==> config.mk <==
export PLATFORM = sky130hd
export DESIGN_NAME = regfile_sb
export DESIGN_NICKNAME = d
export VERILOG_FILES = /design/src/rtl/regfile_pkg.sv /design/src/rtl/regfile_rd_port.sv /design/src/rtl/regfile_sb.sv
export SDC_FILE = /design/constraint.sdc
export NUM_CORES = 1
export LEC_CHECK = 0
export CORE_MARGIN = 4
export CORE_UTILIZATION = 48
export DETAILED_ROUTE_END_ITERATION = 16
export PLACE_DENSITY_LB_ADDON = 0.12
export SYNTH_ARGS = -nofsm -noshare
export SYNTH_HDL_FRONTEND = slang
export SYNTH_SLANG_ARGS = --single-unit
==> constraint.sdc <==
create_clock -name clk -period 1.9 [get_ports clk]
set_input_delay 0.57 -clock clk [delete_from_list [all_inputs] [get_ports clk]]
set_output_delay 0.57 -clock clk [all_outputs]
set_load 0.01 [all_outputs]
==> src/rtl/regfile_pkg.sv <==
// Shared defaults and the packed-port slicing helper for the scoreboarded register file.
package regfile_pkg;

  localparam int DATA_W_DEF = 8;
  localparam int ADDR_W_DEF = 2;
  localparam int NUM_RD_DEF = 2;

  // Low bit of field idx inside a vector of back-to-back fields of width w.
  function automatic int unsigned slice_lo(input int unsigned idx, input int unsigned w);
    return idx * w;
  endfunction

endpackage

==> src/rtl/regfile_rd_port.sv <==
// One registered read port: address mux over the flattened storage,
// optional same-cycle write forwarding, and hold while not enabled.
module regfile_rd_port
  import regfile_pkg::*;
#(
  parameter int DATA_W = DATA_W_DEF,
  parameter int ADDR_W = ADDR_W_DEF,
  parameter int BYPASS = 1,
  parameter int DEPTH  = 1 << ADDR_W
) (
  input  logic                    clk,
  input  logic                    sync_rst,
  input  logic                    en,
  input  logic [ADDR_W-1:0]       addr,
  input  logic [DEPTH*DATA_W-1:0] mem_flat,
  input  logic                    wr_en,
  input  logic [ADDR_W-1:0]       wr_addr,
  input  logic [DATA_W-1:0]       wr_data,
  input  logic [DEPTH-1:0]        busy_next,
  output logic [DATA_W-1:0]       data,
  output logic                    busy_bit
);

  logic [DATA_W-1:0] sel_s;
  logic [DATA_W-1:0] data_r;
  logic              busy_r;

  // Pick stored value, or the in-flight write when forwarding is enabled.
  always_comb begin
    sel_s = mem_flat[slice_lo(32'(addr), DATA_W) +: DATA_W];
    if ((BYPASS != 32'sd0) && wr_en && (wr_addr == addr)) begin
      sel_s = wr_data;
    end else begin
      sel_s = mem_flat[slice_lo(32'(addr), DATA_W) +: DATA_W];
    end
  end

  // Capture data and post-edge pending bit on enable; hold otherwise.
  always_ff @(posedge clk) begin
    if (sync_rst) begin
      data_r <= {DATA_W{1'b0}};
      busy_r <= 1'b0;
    end else if (en) begin
      data_r <= sel_s;
      busy_r <= busy_next[addr];
    end
  end

  assign data     = data_r;
  assign busy_bit = busy_r;

endmodule

==> src/rtl/regfile_sb.sv <==
// Multi-read-port register file with a per-register pending (scoreboard) bit.
// Storage, write path and scoreboard live here; read ports are sub-modules.
module regfile_sb
  import regfile_pkg::*;
#(
  parameter int DATA_W  = DATA_W_DEF,
  parameter int ADDR_W  = ADDR_W_DEF,
  parameter int NUM_RD  = NUM_RD_DEF,
  parameter int BYPASS  = 1,
  parameter int ZERO_R0 = 0
) (
  input  logic                     clk,
  input  logic                     sync_rst,
  input  logic [NUM_RD-1:0]        rd_en,
  input  logic [NUM_RD*ADDR_W-1:0] rd_addr,
  output logic [NUM_RD*DATA_W-1:0] rd_data,
  output logic [NUM_RD-1:0]        rd_busy,
  input  logic                     wr_en,
  input  logic [ADDR_W-1:0]        wr_addr,
  input  logic [DATA_W-1:0]        wr_data,
  input  logic                     sb_set,
  input  logic [ADDR_W-1:0]        sb_addr,
  output logic [(2**ADDR_W)-1:0]   busy
);

  localparam int DEPTH = 1 << ADDR_W;

  logic [DATA_W-1:0]       mem_r [DEPTH];
  logic [DEPTH*DATA_W-1:0] mem_flat_s;
  logic [DEPTH-1:0]        busy_r;
  logic [DEPTH-1:0]        busy_next_s;
  logic                    wr_eff_s;
  logic                    sb_eff_s;

  // Register 0 absorbs writes and never goes pending when hardwired to zero.
  always_comb begin
    wr_eff_s = wr_en;
    sb_eff_s = sb_set;
    if ((ZERO_R0 != 32'sd0) && (wr_addr == {ADDR_W{1'b0}})) begin
      wr_eff_s = 1'b0;
    end else begin
      wr_eff_s = wr_en;
    end
    if ((ZERO_R0 != 32'sd0) && (sb_addr == {ADDR_W{1'b0}})) begin
      sb_eff_s = 1'b0;
    end else begin
      sb_eff_s = sb_set;
    end
  end

  // Next scoreboard: a new producer wins over a completing write to the same register.
  always_comb begin
    busy_next_s = busy_r;
    for (int n = 0; n < DEPTH; n++) begin
      if (sb_eff_s && (sb_addr == ADDR_W'(n))) begin
        busy_next_s[n] = 1'b1;
      end else if (wr_eff_s && (wr_addr == ADDR_W'(n))) begin
        busy_next_s[n] = 1'b0;
      end else begin
        busy_next_s[n] = busy_r[n];
      end
    end
  end

  // Register storage write port.
  always_ff @(posedge clk) begin
    if (sync_rst) begin
      for (int n = 0; n < DEPTH; n++) begin
        mem_r[n] <= {DATA_W{1'b0}};
      end
    end else if (wr_eff_s) begin
      mem_r[wr_addr] <= wr_data;
    end
  end

  // Scoreboard flops; busy is driven straight from these.
  always_ff @(posedge clk) begin
    if (sync_rst) begin
      busy_r <= {DEPTH{1'b0}};
    end else begin
      busy_r <= busy_next_s;
    end
  end

  assign busy = busy_r;

  for (genvar g = 0; g < DEPTH; g++) begin : g_flat
    assign mem_flat_s[slice_lo(g, DATA_W) +: DATA_W] = mem_r[g];
  end

  for (genvar i = 0; i < NUM_RD; i++) begin : g_rd
    regfile_rd_port #(
      .DATA_W (DATA_W),
      .ADDR_W (ADDR_W),
      .BYPASS (BYPASS),
      .DEPTH  (DEPTH)
    ) u_port (
      .clk       (clk),
      .sync_rst  (sync_rst),
      .en        (rd_en[i]),
      .addr      (rd_addr[slice_lo(i, ADDR_W) +: ADDR_W]),
      .mem_flat  (mem_flat_s),
      .wr_en     (wr_eff_s),
      .wr_addr   (wr_addr),
      .wr_data   (wr_data),
      .busy_next (busy_next_s),
      .data      (rd_data[slice_lo(i, DATA_W) +: DATA_W]),
      .busy_bit  (rd_busy[i])
    );
  end

endmodule
==> summary.txt <==
Status
  – Status: completed

Synth
  – Synthesis warning total: 0
  – Top cell type's share of synthesized area: 36.0%
  – Number of synthesized register bits: 54
  – Post-synth top area cell: edfxtp_1
  – Synth async-reset ratio: 0%
  – Seq/Total Area, Yosys: 52.5%
  – Mean Syn Cell Area: 12.3 um^2
  – Cells after Synth: 217
  – Cell variety after synth: 36
  – Number of synthesized flops with an enable pin: 32
  – Mapped Area: 0.00267 mm^2
  – Dominant cells by area after synthesis: edfxtp_1 (36%), dfxtp_1 (16%), mux4_2 (13%), nor2_1 (6.2%), mux2i_1 (6.0%)
  – Ys flop type: edfxtp_1
  – Synth Net Count: roughly 240

Critical path
  – CP required: 1.33 ns
  – Worst path cell trace: clkdlybuf4s50_1
  – CP arrival: 1.28 ns
  – Top cell family by delay on the critical path: buffers and inverters
  – Reg2reg start: mem_r[2][4]
  – Kind of critical path: reg -> out
  – FF-to-FF path depth: 3
  – Critical Path Start: busy[0]
  – Crit path capture: busy[0]
  – Stages on the worst setup path: 1
  – CP endpoint kind: output port
  – Crit path buf inv count: 1
  – Crit path largest cell delay: 0.57 ns
  – CP Max Fanout: 2
  – Slowest-stage cell, CP: clkdlybuf4s50_1
  – Reg-to-Reg End: g_rd[0].u_port.data[4]
  – Flop2flop setup slack: 0.59 ns
  – Startpoint Class: register

Power
  – Sequential share of power: 53.4%
  – IR drop worst, VDD: 0.547 mV
  – Total Power: 0.00259 W
  – Power Internal: 0.00191 W
  – Comb pwr share: 20.3%
  – Lkg Pwr: 1.34 nW
  – Switching share of power: 26.3%
  – Switching Power: 0.000682 W
  – Clock power frac: 26.3%
  – PD cells: 731 mW/mm^2

Final layout
  – Nets: 304
  – Layout cell share with drive strength beyond 1: 23.7%
  – Synth-to-layout area growth: 32.8%
  – Most frequent cells in the layout: nor2_1 (44), clkdlybuf4s50_1 (41), edfxtp_1 (32), buf_4 (26), dfxtp_1 (21)
  – # diodes: 0
  – Fillers: 410
  – Most common cell after layout, fill and taps aside: nor2_1
  – Multi-input gate area: between 0.001 and 0.0015 mm^2
  – Reg area: 0.00140 mm^2

CTS
  – Clk pin slew, worst setup/hold paths: 0.11 ns
  – CTS Root Buffer Type: clkbuf_8
  – CTS Sinks: 54
  – CTS H-Tree Depth: 2
  – Max Buffers Root-to-Sink: 2
  – CTS tree: built
  – Clk_lat worst skew: between 0.3 and 0.4 ns
  – CTS Hold Bufs: 0
  – CTS Buf Count: 5
  – Post-CTS setup buffers: 0

Die
  – Core Box Area: about 0.0052 mm^2
  – Die height: 82.6 um
  – Num ports: between 40 and 50
  – Die W: 82.6 um
  – Initial Util: 51.0%
  – Die ar.: 0.00682 mm^2
  – Std cell rows: 26

Routing
  – Vias: 1929
  – Drt drc: 0
  – 1st-pass router iterations: 4
  – Post-DRT Antenna Nets: 0
  – Drt total wl: 6220 um
  – Drt wl/cell: around 18 um
  – Initial drt markers: 144
  – Vias/cell: between 5 and 6

STA
  – Worst Tran Pin Value: 0.397 ns
  – Unrepaired setup endpoints after global routing: no
  – Achievable Freq: 0.540 GHz
  – Final Hold Vio Count: 0
  – Slew headroom: 73.5%
  – Period utilisation layout: 97.4%
  – Final setup violating endpoints: 0
  – Fin. max-slew vios: 0
  – Final WS setup: 0.0497 ns
  – Final min period: 1.85 ns
  – Clock Skews: 0.0114 ns

Min path
  – Worst hold path class: reg -> reg
  – HP Start: g_rd[0].u_port.data[1]

Place
  – DPL Wire Length: 4900 um
  – Gpl congestion: 0.811
  – Worst slack, placed: -0.351 ns
  – Input/output buffers: 43

Global routing
  – GRT Util Overall: 19.8%
  – Vias in the first global route: roughly 1800
  – Initial antenna violation count: 0
  – First-pass GRT wire length: ~9800 um
  – Largest net degree at the start of global routing: 21
  – Grt total ovfl: 0

Job
  – Max cap viols: 0
## area by class of cell
| type | count | share of cell area (%) |
|---|---|---|
| repair buffers | 77 | 22.2 |
| multi-input cells | 136 | 32.2 |
| clock inverters | 3 | 0.811 |
| well taps | 70 | 2.47 |
| flip-flops and latches | 54 | 39.5 |
| inverters | 8 | 0.846 |
| clock buffers | 5 | 1.94 |
## per-layer routing
layer	part of all wire, %	track usage, %	up-vias
li1	-	-	925
met1	48	29.9	934
met2	44	28.5	64
met3	6.9	4.77	6
met4	0.92	5.07	0
met5	0	0	-
## repair_timing
item	CTS	global route
resized for setup	2	6
endpoints found under the setup margin	5	14
pin swaps	0	0
## power by group through the flow
stage	clock (W)	combinational, W	sequential, W
after floorplan	0	0.000259	0.00140
after global placement	0	0.000521	0.00140
after detailed placement	0	0.000525	0.00141
after CTS	0.000691	0.000525	0.00138
after global routing	0.000751	0.000568	0.00139
final	0.000683	0.000527	0.00139
## cells in the mapped netlist (2+ instances only)
| library cell | instances |
|---|---|
| nor2_1 | 44 |
| edfxtp_1 | 32 |
| dfxtp_1 | 22 |
| a211oi_1 | 17 |
| mux2i_1 | 16 |
| mux4_2 | 16 |
| nand2_1 | 10 |
| clkbuf_1 | 8 |
| inv_1 | 8 |
| buf_4 | 5 |
| xnor2_1 | 4 |
| buf_2 | 3 |
| buf_6 | 3 |
| nand2b_1 | 3 |
| and3_1 | 2 |
| nand3b_1 | 2 |
| nor3b_1 | 2 |
| o21bai_1 | 2 |
## kinds of logic (layout without fill, tap and decap cells)
kind of cell           after synthesis  in the layout  synth area share, %
buffers and inverters               27             93                 5.48
multiplexers                        33             33                 19.9
AND/OR/NAND/NOR                     72             72                 12.7
flip-flops                          54             54                 52.5
AO/OA/AOI/OAI                       27             27                 8.10
XOR/XNOR                             4              4                 1.31
## registers in the layout, indices dropped and copies added, names as in the netlist
name                  cells
mem_r                    32
g_rd.u_port.data         16
busy                      4
g_rd.u_port.busy_bit      2
## stage by stage
stage	cell area [um^2]	instances	util (%)	hold WS (ns)	TNS [ns]
after floorplan	2670	217	-	0.488	0
after global placement	3430	345	65.5	0.472	-14.94
after detailed placement	3430	345	65.5	0.476	-17.74
after CTS	3530	353	67.3	0.491	0
after global routing	3550	353	67.7	0.507	0
final	3550	353	67.7	0.487	0
## worst min path at each step
stage          slack (ns)                       to  depth (start not counted)
2_1_floorplan        0.49  g_rd[0].u_port.busy_bit                          2
3_3_place_gp         0.47   g_rd[1].u_port.data[2]                          2
3_5_place_dp         0.48   g_rd[0].u_port.data[4]                          2
4_1_cts              0.49   g_rd[0].u_port.data[4]                          2
5_1_grt              0.51   g_rd[0].u_port.data[1]                          2
6_report             0.49   g_rd[0].u_port.data[1]                          2
Note: power is estimated with default switching activity, not from simulation.
